**config.mk**
```make
export PLATFORM = sky130hd
export DESIGN_NAME = tdc_measure_ctrl_flat
export DESIGN_NICKNAME = d
export VERILOG_FILES = /design/src/rtl/tdc_pkg.sv /design/src/rtl/tdc_measure_ctrl_if.sv /design/src/rtl/tdc_coarse_counter.sv /design/src/rtl/tdc_measure_ctrl.sv /design/src/flat_wrapper.sv
export SDC_FILE = /design/constraint.sdc
export NUM_CORES = 1
export LEC_CHECK = 0
export CORE_ASPECT_RATIO = 1.25
export CORE_MARGIN = 4
export CORE_UTILIZATION = 45
export CTS_CLUSTER_SIZE = 25
export DETAILED_ROUTE_END_ITERATION = 10
export GPL_TIMING_DRIVEN = 0
export PLACE_DENSITY = 0.71
export SYNTH_ARGS = -nofsm -noshare
export SYNTH_HDL_FRONTEND = slang
export SYNTH_HIERARCHICAL = 1
export SYNTH_SLANG_ARGS = --single-unit
```
**constraint.sdc**
```tcl
create_clock -name clk -period 6.4 [get_ports clk]
set_input_delay 1.28 -clock clk [delete_from_list [all_inputs] [get_ports clk]]
set_output_delay 1.28 -clock clk [all_outputs]
set_load 0.1 [all_outputs]
```
**src/rtl/tdc_pkg.sv**
```systemverilog
// Shared types and constants for the TDC measurement controller.
// Fine codes come from a 64-tap delay line, so one coarse cycle spans TAPS fine units.
package tdc_pkg;

    localparam int TAPS   = 64;
    localparam int FINE_W = 6;

    typedef enum logic [2:0] {
        S_IDLE      = 3'd0,
        S_ARMED     = 3'd1,
        S_CAP_START = 3'd2,
        S_RUN       = 3'd3,
        S_CAP_STOP  = 3'd4,
        S_RESULT    = 3'd5
    } tdc_state_e;

    function automatic int interval_w(input int coarse_w);
        return coarse_w + FINE_W;
    endfunction

endpackage

```
**src/rtl/tdc_measure_ctrl_if.sv**
```systemverilog
// Control, delay-line and result handshake signals of the TDC measurement controller.
interface tdc_measure_ctrl_if
    import tdc_pkg::*;
#(
    parameter int COARSE_W = 16
);
    logic                       arm;
    logic                       start_edge;
    logic                       stop_edge;
    logic [FINE_W-1:0]          fine_count;
    logic                       sample;
    logic                       busy;
    logic                       res_valid;
    logic                       res_ready;
    logic [COARSE_W+FINE_W-1:0] res_interval;
    logic                       res_timeout;

    modport master (
        output arm, start_edge, stop_edge, fine_count, res_ready,
        input  sample, busy, res_valid, res_interval, res_timeout
    );

    modport slave (
        input  arm, start_edge, stop_edge, fine_count, res_ready,
        output sample, busy, res_valid, res_interval, res_timeout
    );
endinterface

```
**src/rtl/tdc_coarse_counter.sv**
```systemverilog
// Coarse cycle counter: synchronous clear, count enable, terminal flag at TIMEOUT_CYC.
module tdc_coarse_counter #(
    parameter int COARSE_W    = 16,
    parameter int TIMEOUT_CYC = 50000
) (
    input  logic                clk,
    input  logic                rst_n,
    input  logic                clr,
    input  logic                en,
    output logic [COARSE_W-1:0] count,
    output logic                tc
);

    always_ff @(posedge clk or negedge rst_n) begin
        if (!rst_n) begin
            count <= '0;
        end else if (clr) begin
            count <= '0;
        end else if (en) begin
            count <= count + COARSE_W'(1);
        end
    end

    assign tc = (count == COARSE_W'(TIMEOUT_CYC));

endmodule

```
**src/rtl/tdc_measure_ctrl.sv**
```systemverilog
// Start/stop interval measurement: coarse cycle count plus delay-line fine codes.
//   state     | meaning
//   IDLE      | waiting for arm, edges ignored
//   ARMED     | waiting for start_edge
//   CAP_START | delay line holds start fine code
//   RUN       | counting coarse cycles until stop_edge or timeout
//   CAP_STOP  | delay line holds stop fine code
//   RESULT    | result presented until res_ready
module tdc_measure_ctrl
    import tdc_pkg::*;
#(
    parameter int COARSE_W    = 16,
    parameter int TIMEOUT_CYC = 50000
) (
    input  logic               clk,
    input  logic               rst_n,
    tdc_measure_ctrl_if.slave  bus
);

    localparam int IW = interval_w(COARSE_W);

    tdc_state_e          state, state_d;
    logic                cnt_clr, cnt_en, cnt_tc;
    logic [COARSE_W-1:0] cnt;
    logic                pending;
    logic                take_stop;
    logic                timeout_hit;
    logic                sample;
    logic [FINE_W-1:0]   fine_start, fine_stop;
    logic [COARSE_W-1:0] coarse_stop;
    logic                timeout_q;
    logic [IW-1:0]       interval_calc;

    tdc_coarse_counter #(
        .COARSE_W    (COARSE_W),
        .TIMEOUT_CYC (TIMEOUT_CYC)
    ) u_coarse (
        .clk   (clk),
        .rst_n (rst_n),
        .clr   (cnt_clr),
        .en    (cnt_en),
        .count (cnt),
        .tc    (cnt_tc)
    );

    // A stop latched during CAP_START is served in the first RUN cycle.
    assign take_stop   = (state == S_RUN) && (bus.stop_edge || pending);
    assign timeout_hit = (state == S_RUN) && !take_stop && cnt_tc;

    always_ff @(posedge clk or negedge rst_n) begin
        if (!rst_n) begin
            state <= S_IDLE;
        end else begin
            state <= state_d;
        end
    end

    always_comb begin
        state_d = state;
        sample  = 1'b0;
        cnt_clr = 1'b0;
        cnt_en  = 1'b0;
        unique case (state)
            S_IDLE: begin
                cnt_clr = 1'b1;
                if (bus.arm) state_d = S_ARMED;
            end
            S_ARMED: begin
                // Counter sits at 0 in the start cycle and reads k, k cycles later.
                if (bus.start_edge) begin
                    sample  = 1'b1;
                    cnt_en  = 1'b1;
                    state_d = S_CAP_START;
                end else begin
                    cnt_clr = 1'b1;
                end
            end
            S_CAP_START: begin
                cnt_en  = 1'b1;
                state_d = S_RUN;
            end
            S_RUN: begin
                cnt_en = !cnt_tc;
                if (take_stop) begin
                    sample  = 1'b1;
                    state_d = S_CAP_STOP;
                end else if (cnt_tc) begin
                    state_d = S_RESULT;
                end
            end
            S_CAP_STOP: begin
                state_d = S_RESULT;
            end
            S_RESULT: begin
                if (bus.res_ready) state_d = S_IDLE;
            end
            default: begin
                state_d = S_IDLE;
            end
        endcase
    end

    always_ff @(posedge clk or negedge rst_n) begin
        if (!rst_n) begin
            pending     <= 1'b0;
            fine_start  <= '0;
            fine_stop   <= '0;
            coarse_stop <= '0;
            timeout_q   <= 1'b0;
        end else begin
            pending <= (state == S_CAP_START) && bus.stop_edge;
            if (state == S_CAP_START) fine_start <= bus.fine_count;
            if (state == S_CAP_STOP)  fine_stop  <= bus.fine_count;
            if (take_stop) begin
                coarse_stop <= pending ? (cnt - COARSE_W'(1)) : cnt;
            end
            if (state == S_ARMED) begin
                timeout_q <= 1'b0;
            end else if (timeout_hit) begin
                timeout_q <= 1'b1;
            end
        end
    end

    assign interval_calc = IW'(coarse_stop) * IW'(TAPS) + IW'(fine_start) - IW'(fine_stop);

    assign bus.sample       = sample;
    assign bus.busy         = (state != S_IDLE);
    assign bus.res_valid    = (state == S_RESULT);
    assign bus.res_timeout  = (state == S_RESULT) && timeout_q;
    assign bus.res_interval = ((state == S_RESULT) && !timeout_q) ? interval_calc : '0;

endmodule

```
**src/flat_wrapper.sv**
```systemverilog
// flat-port wrapper written by rule: the top's interface ports become plain ports
module tdc_measure_ctrl_flat import tdc_pkg::*;
#(
    parameter int COARSE_W    = 16,
    parameter int TIMEOUT_CYC = 50000
)
  (clk, rst_n, bus_arm, bus_start_edge, bus_stop_edge, bus_fine_count, bus_res_ready, bus_sample, bus_busy, bus_res_valid, bus_res_interval, bus_res_timeout);
  tdc_measure_ctrl_if #(.COARSE_W(COARSE_W)) bus_i ();
  input  logic clk;
  input  logic rst_n;
  input wire logic [$bits(bus_i.arm)-1:0] bus_arm;
  input wire logic [$bits(bus_i.start_edge)-1:0] bus_start_edge;
  input wire logic [$bits(bus_i.stop_edge)-1:0] bus_stop_edge;
  input wire logic [$bits(bus_i.fine_count)-1:0] bus_fine_count;
  input wire logic [$bits(bus_i.res_ready)-1:0] bus_res_ready;
  output wire logic [$bits(bus_i.sample)-1:0] bus_sample;
  output wire logic [$bits(bus_i.busy)-1:0] bus_busy;
  output wire logic [$bits(bus_i.res_valid)-1:0] bus_res_valid;
  output wire logic [$bits(bus_i.res_interval)-1:0] bus_res_interval;
  output wire logic [$bits(bus_i.res_timeout)-1:0] bus_res_timeout;
  assign bus_i.arm = bus_arm;
  assign bus_i.start_edge = bus_start_edge;
  assign bus_i.stop_edge = bus_stop_edge;
  assign bus_i.fine_count = bus_fine_count;
  assign bus_i.res_ready = bus_res_ready;
  assign bus_sample = bus_i.sample;
  assign bus_busy = bus_i.busy;
  assign bus_res_valid = bus_i.res_valid;
  assign bus_res_interval = bus_i.res_interval;
  assign bus_res_timeout = bus_i.res_timeout;
  tdc_measure_ctrl #(.COARSE_W(COARSE_W), .TIMEOUT_CYC(TIMEOUT_CYC)) u_core (.clk(clk), .rst_n(rst_n), .bus(bus_i));
endmodule
```
==> out/results.ini, run 1 <==
[global_routing]
antenna_found_initial = 0
grt_max_degree = 33
grt_pass1_wl_um = 11580
overflow = 0
grt_usage = 0.1761
use_met2 = 0.3111
use_met3 = 0.02415
grt_pass1_vias = 2597
grtUsageMet1 = 0.2175
gr-max-usage-layer = met2

[synthesis]
yosys_register_bits = 49
yosys-top-cells-area = dfrtp_1 (39%), xnor2_1 (6.5%), nor2_1 (6.3%)
synth_common_cells = nor2_1 (52), dfrtp_1 (49), a21oi_1 (34)
synthArstFlopShare = 1.000
synth_top_area_cell = dfrtp_1
yosysTopAreaCellShare = 0.3937
ys_seq_area_frac = 0.3937
ys_types = 48
syn_nets = 387
syn_inst = 365
synth_area_um2 = 3114
yosysMostFrequentCell = nor2_1
syn-mean-instance-area_um2 = 8.532
synthFlopType = dfrtp_1
synth_warnings = 6
synth_edf_count = 0

[timing]
hold_violations = 0
fin_skew_ns = 0.01020
relSlewSlack = 0.3003
layout_min_cycle_time_ns = 4.736
setup_tns_ns = 0
setup-violations-final = 0
whs_ns = 0.5334
timing.fmax_mhz = 211.2
rsz0062_at_grt = no
tightest_slew_ns = 1.041
min_period_over_period = 0.7399
drv_slew = 0

[worst_setup_path]
critPathBufInv = 2
crit_chain = inv_1 -> ha_1 -> or2b_2 -> a211oi_2 -> nor3_1 -> xnor2_1 -> nor2_1 -> clkdlybuf4s50_1
ff2ff_path_depth = 13
required_ns = 5.12
cp.arrival_ns = 3.46
crit_type = reg -> out
cp_top_family = buffers and inverters
startpoint_type = flip-flop
worst_path_max_delay_cell = clkdlybuf4s50_1
r2r-start = u_core/u_coarse/count[0]$_DFFE_PN0P_
cp-startpoint = u_core/fine_stop[1]$_DFFE_PN0P_
critPathMaxFanout = 10
worstSetupEndpointType = output pin
worst_r2r_endpoint = u_core/u_coarse/count[15]$_DFFE_PN0P_
max_stage_delay_ns = 1.15
rrSetupSlack_ns = 3.60

[die]
rows = 33
start_util = 0.4685
fp.dieH_um = 101.0
core_um2 = 6648
die_w_um = 82.41
ioPinCount = 38
dieArea_um2 = 8324

[outcome]
outcome = completed

[finish]
fin_nets = 432
syn2layout_area_growth_pct = 18.68
final_cell_area_um2 = 3696
fin_cells = 498
fillers = 612
drive_gt1_frac = 0.07543
antenna_cells = 0

[power]
irDropWorstVdd_v = 0.0002242
p_int_mw = 0.8425
clock_power_share = 0.104
switchingPower_mw = 0.8985
sw_frac_of_total = 0.5161
leakage_nw = 1.424
power.share.sequential = 0.296
cellPowerDensity_nw_per_um2 = 471.1
p_comb_frac = 0.600

[route]
ant_nets = 0
drtIter0Drc = 112
wl_um = 6847
dr.pass1.iters = 4
vias = 2664
wl_per_cell_um = 13.75
drc_errors = 0
viasPerCell = 5.349

[clocking]
cts_setup_buffers = 0
cts-root-buf = clkbuf_8
cts.sinks = 49
cts_resized = 0
holdBufCountCts = 0
clk_latency_ns = 0.30
h-tree-depth = 2
cts_made_buffers = 5
clk_pin_slew_ns = 0.09
clockBufferDepth = 2
cts_tree = yes

[hold_path]
worstHoldStart = u_core/fine_start[5]$_DFFE_PN0P_
holdPathStages = 1
hold-path-endpoint = u_core/fine_start[5]$_DFFE_PN0P_
min_path_type = reg -> reg

[place]
dpl_cell_area_um2 = 3608
io_buffers = 37
hpwlAfterDp_um = 5225
gp_routability_congestion = 0.7887
dp.cells = 490

[flow_run]
drv_cap = 0

==> power by group through the flow <==
stage	registers (mW)	logic, mW	clock network, mW
5_1_grt	0.533	1.15	0.195
2_1_floorplan	0.495	0.840	0
3_5_place_dp	0.520	1.05	0
3_3_place_gp	0.516	1.02	0
4_1_cts	0.514	1.05	0.185
6_report	0.516	1.04	0.181
==> logic make-up after synthesis <==
kind of cell             count (synthesis)  synth area share
AND/OR/NAND/NOR                        158            0.2571
adder cells (fa/ha/maj)                 10           0.04259
buffers and inverters                   34           0.04459
AO/OA/AOI/OAI                           71            0.1350
XOR/XNOR                                35           0.09843
multiplexers                             8           0.02853
flip-flops                              49            0.3937
==> worst max-delay path by stage <==
stage / end / cells after the start / slack, ns
2_1_floorplan: bus_res_interval[5] / 6 / 1.69
3_3_place_gp: bus_sample / 5 / 1.77
3_5_place_dp: bus_sample / 5 / 1.75
4_1_cts: bus_res_interval[17] / 8 / 1.63
5_1_grt: bus_res_interval[17] / 8 / 1.49
6_report: bus_res_interval[17] / 8 / 1.66
==> layout make-up <==
cell class / count / area [um2] / share of cell area
timing repair buffer: 38 / 385.4 / 0.1043
clock inverter: 2 / 15.01 / 0.004062
multi-input combinational: 282 / 1749 / 0.4733
tap: 87 / 108.9 / 0.02945
clock buffer: 6 / 72.57 / 0.01963
inverter: 20 / 75.07 / 0.02031
sequential: 49 / 1226 / 0.3318
buffer: 14 / 63.81 / 0.01726
==> state kept, by name, summed over array words and instances (netlist names) <==
name / count
u_core/timeout_q: 1
u_core/pending: 1
u_core/state: 3
u_core/coarse_stop: 16
u_core/u_coarse/count: 16
u_core/fine_stop: 6
u_core/fine_start: 6
==> stage by stage <==
stage | utilization | power (mW) | setup WS, ns
5_1_grt | 0.5560 | 1.881 | 1.490
4_1_cts | 0.5560 | 1.751 | 1.635
3_3_place_gp | 0.5406 | 1.538 | 1.771
6_report | 0.5560 | 1.741 | 1.664
2_1_floorplan | - | 1.335 | 1.692
3_5_place_dp | 0.5428 | 1.567 | 1.753
==> layer usage <==
metal  up-vias  wire length, um
met5         -                0
met4         0               70
met3         4              198
met2        50             3573
met1      1248             3005
li1       1362                -
==> cell usage in the layout (no fill, tap or decap), types with 5 or more instances in the layout <==
master	n
a21oi_1	34
clkbuf_1	10
clkbuf_8	5
clkdlybuf4s50_1	36
dfrtp_1	49
ha_1	9
inv_1	20
mux2_2	7
nand2_1	22
nand3_1	10
nand4_1	6
nor2_1	52
nor3_1	23
nor4_1	8
o21ai_0	19
or3_1	9
xnor2_1	23
xor2_1	12
No activity file was read; power rests on OpenSTA's default activity.
==> inputs of run 2 (changes only) <==
==> constraint.sdc (replaced) <==
create_clock -name clk -period 4.75 [get_ports clk]
set_input_delay 0.95 -clock clk [delete_from_list [all_inputs] [get_ports clk]]
set_output_delay 0.95 -clock clk [all_outputs]
set_load 0.1 [all_outputs]
==> results of run 2 <==
The final DEF is identical to that of run 1. Status: completed.
Among the figures that moved: setup slack after placement 1.753 ns -> 0.6605 ns; setup slack after layout 1.664 ns -> 0.3443 ns; register-to-register setup slack 3.60 ns -> 1.95 ns; total power 1.741 mW -> 2.346 mW; worst IR drop on VDD 0.0002242 V -> 0.0003021 V
==> inputs of run 3 (changes only) <==
--- a/config.mk
+++ b/config.mk
@@ -8,6 +8,8 @@
 export CORE_ASPECT_RATIO = 1.25
 export CORE_MARGIN = 4
 export CORE_UTILIZATION = 45
+export CTS_BUF_LIST = sky130_fd_sc_hd__clkbuf_8
+export CTS_CLUSTER_DIAMETER = 200
 export CTS_CLUSTER_SIZE = 25
 export DETAILED_ROUTE_END_ITERATION = 10
 export GPL_TIMING_DRIVEN = 0
==> out/results.ini, run 3 (synthesized netlist as in run 1, its figures left out) <==
[worst_setup_path]
cp_top_family = buffers and inverters
worstSetupEndpointType = output pin
worst_path_max_delay_cell = clkdlybuf4s50_1
critPathMaxFanout = 10  ; unchanged
cp.arrival_ns = 3.46  ; about the same
crit_chain = inv_1 -> ha_1 -> or2b_2 -> a211oi_2 -> nor3_1 -> xnor2_1 -> nor2_1 -> clkdlybuf4s50_1
required_ns = 3.80
rrSetupSlack_ns = 1.95
crit_type = reg -> out
max_stage_delay_ns = 1.15  ; about the same
startpoint_type = flip-flop
critPathBufInv = 2  ; unchanged

[timing]
rsz0062_at_grt = no
setup_tns_ns = 0  ; unchanged
min_period_over_period = 0.9276
tightest_slew_ns = 1.041  ; unchanged
fin_skew_ns = 0.01055  ; +0.0003494 ns
layout_min_cycle_time_ns = 4.406
relSlewSlack = 0.3003  ; unchanged
setup-violations-final = 0  ; unchanged
hold_violations = 0  ; unchanged
timing.fmax_mhz = 227.0
drv_slew = 0  ; unchanged
whs_ns = 0.5335  ; +0.0001070 ns

[global_routing]
gr-max-usage-layer = met2
grt_usage = 0.1761  ; unchanged
grt_max_degree = 33  ; unchanged
antenna_found_initial = 0  ; unchanged
use_met3 = 0.02415  ; unchanged
grtUsageMet1 = 0.2175  ; unchanged
grt_pass1_vias = 2597  ; unchanged
overflow = 0  ; unchanged
use_met2 = 0.3111  ; unchanged
grt_pass1_wl_um = 11580  ; unchanged

[finish]
syn2layout_area_growth_pct = 18.68  ; unchanged
layout.cells.most_common = nor2_1
layout_common_cells = nor2_1 (52), dfrtp_1 (49), clkdlybuf4s50_1 (36)
largest_registers = u_core/coarse_stop x16, u_core/u_coarse/count x16
antenna_cells = 0  ; unchanged
fillers = 612  ; unchanged
fin_nets = 432  ; unchanged
drive_gt1_frac = 0.07543  ; unchanged
postLayoutCoreUtil = 0.5560  ; unchanged

[route]
drtIter0Drc = 112  ; unchanged
wl_um = 6848  ; about the same
ant_nets = 0  ; unchanged
drc_errors = 0  ; unchanged
dr.pass1.iters = 4  ; unchanged
wl_per_cell_um = 13.75  ; about the same
viasPerCell = 5.349  ; unchanged
vias = 2664  ; unchanged

[flow_run]
drv_cap = 0  ; unchanged

[clocking]
clk_pin_slew_ns = 0.09  ; about the same
clk_latency_ns = 0.30  ; about the same
cts_tree = yes
cts_made_buffers = 5  ; unchanged
h-tree-depth = 2  ; unchanged
cts-root-buf = clkbuf_8
clockBufferDepth = 2  ; unchanged
holdBufCountCts = 0  ; unchanged
cts.sinks = 49  ; unchanged
cts_resized = 0  ; unchanged
cts_setup_buffers = 0  ; unchanged

[place]
hpwlAfterDp_um = 5225  ; unchanged
gp_routability_congestion = 0.7887  ; unchanged
io_buffers = 37  ; unchanged

[power]
cellPowerDensity_nw_per_um2 = 634.2
irDropWorstVdd_v = 0.0003021
leakage_nw = 1.428  ; +0.29%

[outcome]
outcome = completed

[die]
ioPinCount = 38  ; unchanged
core_um2 = 6648  ; unchanged
die_w_um = 82.41  ; unchanged
fp.dieH_um = 101.0  ; unchanged
dieArea_um2 = 8324  ; unchanged
rows = 33  ; unchanged
start_util = 0.4685  ; unchanged

[hold_path]
min_path_type = reg -> reg

-- run 3: cell types whose count changed in the layout (fill, tap and decap cells not counted) --
| cell | delta |
|---|---|
| clkbuf_1 | -1 |
| inv_1 | +1 |
-- run 3: power breakdown --
group / switching (mW) / internal (mW)
logic: 0.937 / 0.471
clock network: 0.140 / 0.102
registers: 0.134 / 0.561
total: 1.21 / 1.13
-- run 3: stage by stage --
step / worst slack, ns / cell area [um2] / cells / power, mW
final: 0.3438 / 3696 / 498 / 2.344
after global routing: 0.1694 / 3696 / 498 / 2.532
after CTS: 0.3146 / 3696 / 498 / 2.357
after detailed placement: 0.6605 / 3608 / 490 / 2.111
after global placement: 0.6739 / 3593 / 489 / 2.072
after floorplan: 0.3718 / 3114 / 365 / 1.799
-- run 3: cell type report --
cell class              instances  area (um2)  area share
clock buffers                   5       68.82     0.01862
repair buffers                 38       385.4      0.1043
well taps                      87       108.9     0.02945
clock inverters                 3       18.77    0.005078
inverters                      20       75.07     0.02031
multi-input cells             282        1749      0.4733
plain buffers                  14       63.81     0.01726
flip-flops and latches         49        1226      0.3318
-- run 3: layer usage --
metal,share of wire,vias up
li1,-,1362
met1,0.44,1248
met2,0.52,50
met3,0.029,4
met4,0.010,0
met5,0,-
-- run 3: path summary, 6_finish.rpt --
kind | cells past startpoint | to | start
hold reg to reg | 1 | u_core/fine_start[5]$_DFFE_PN0P_ | u_core/fine_start[5]$_DFFE_PN0P_
setup / recovery | 8 | bus_res_interval[17] | u_core/fine_stop[1]$_DFFE_PN0P_
min in group asynchronous | 1 | u_core/state[1]$_DFFE_PN0P_ | rst_n
hold / removal | 1 | u_core/fine_start[5]$_DFFE_PN0P_ | u_core/fine_start[5]$_DFFE_PN0P_
setup reg to reg | 13 | u_core/u_coarse/count[15]$_DFFE_PN0P_ | u_core/u_coarse/count[0]$_DFFE_PN0P_
max in group asynchronous | 2 | u_core/coarse_stop[12]$_DFFE_PN0P_ | rst_n
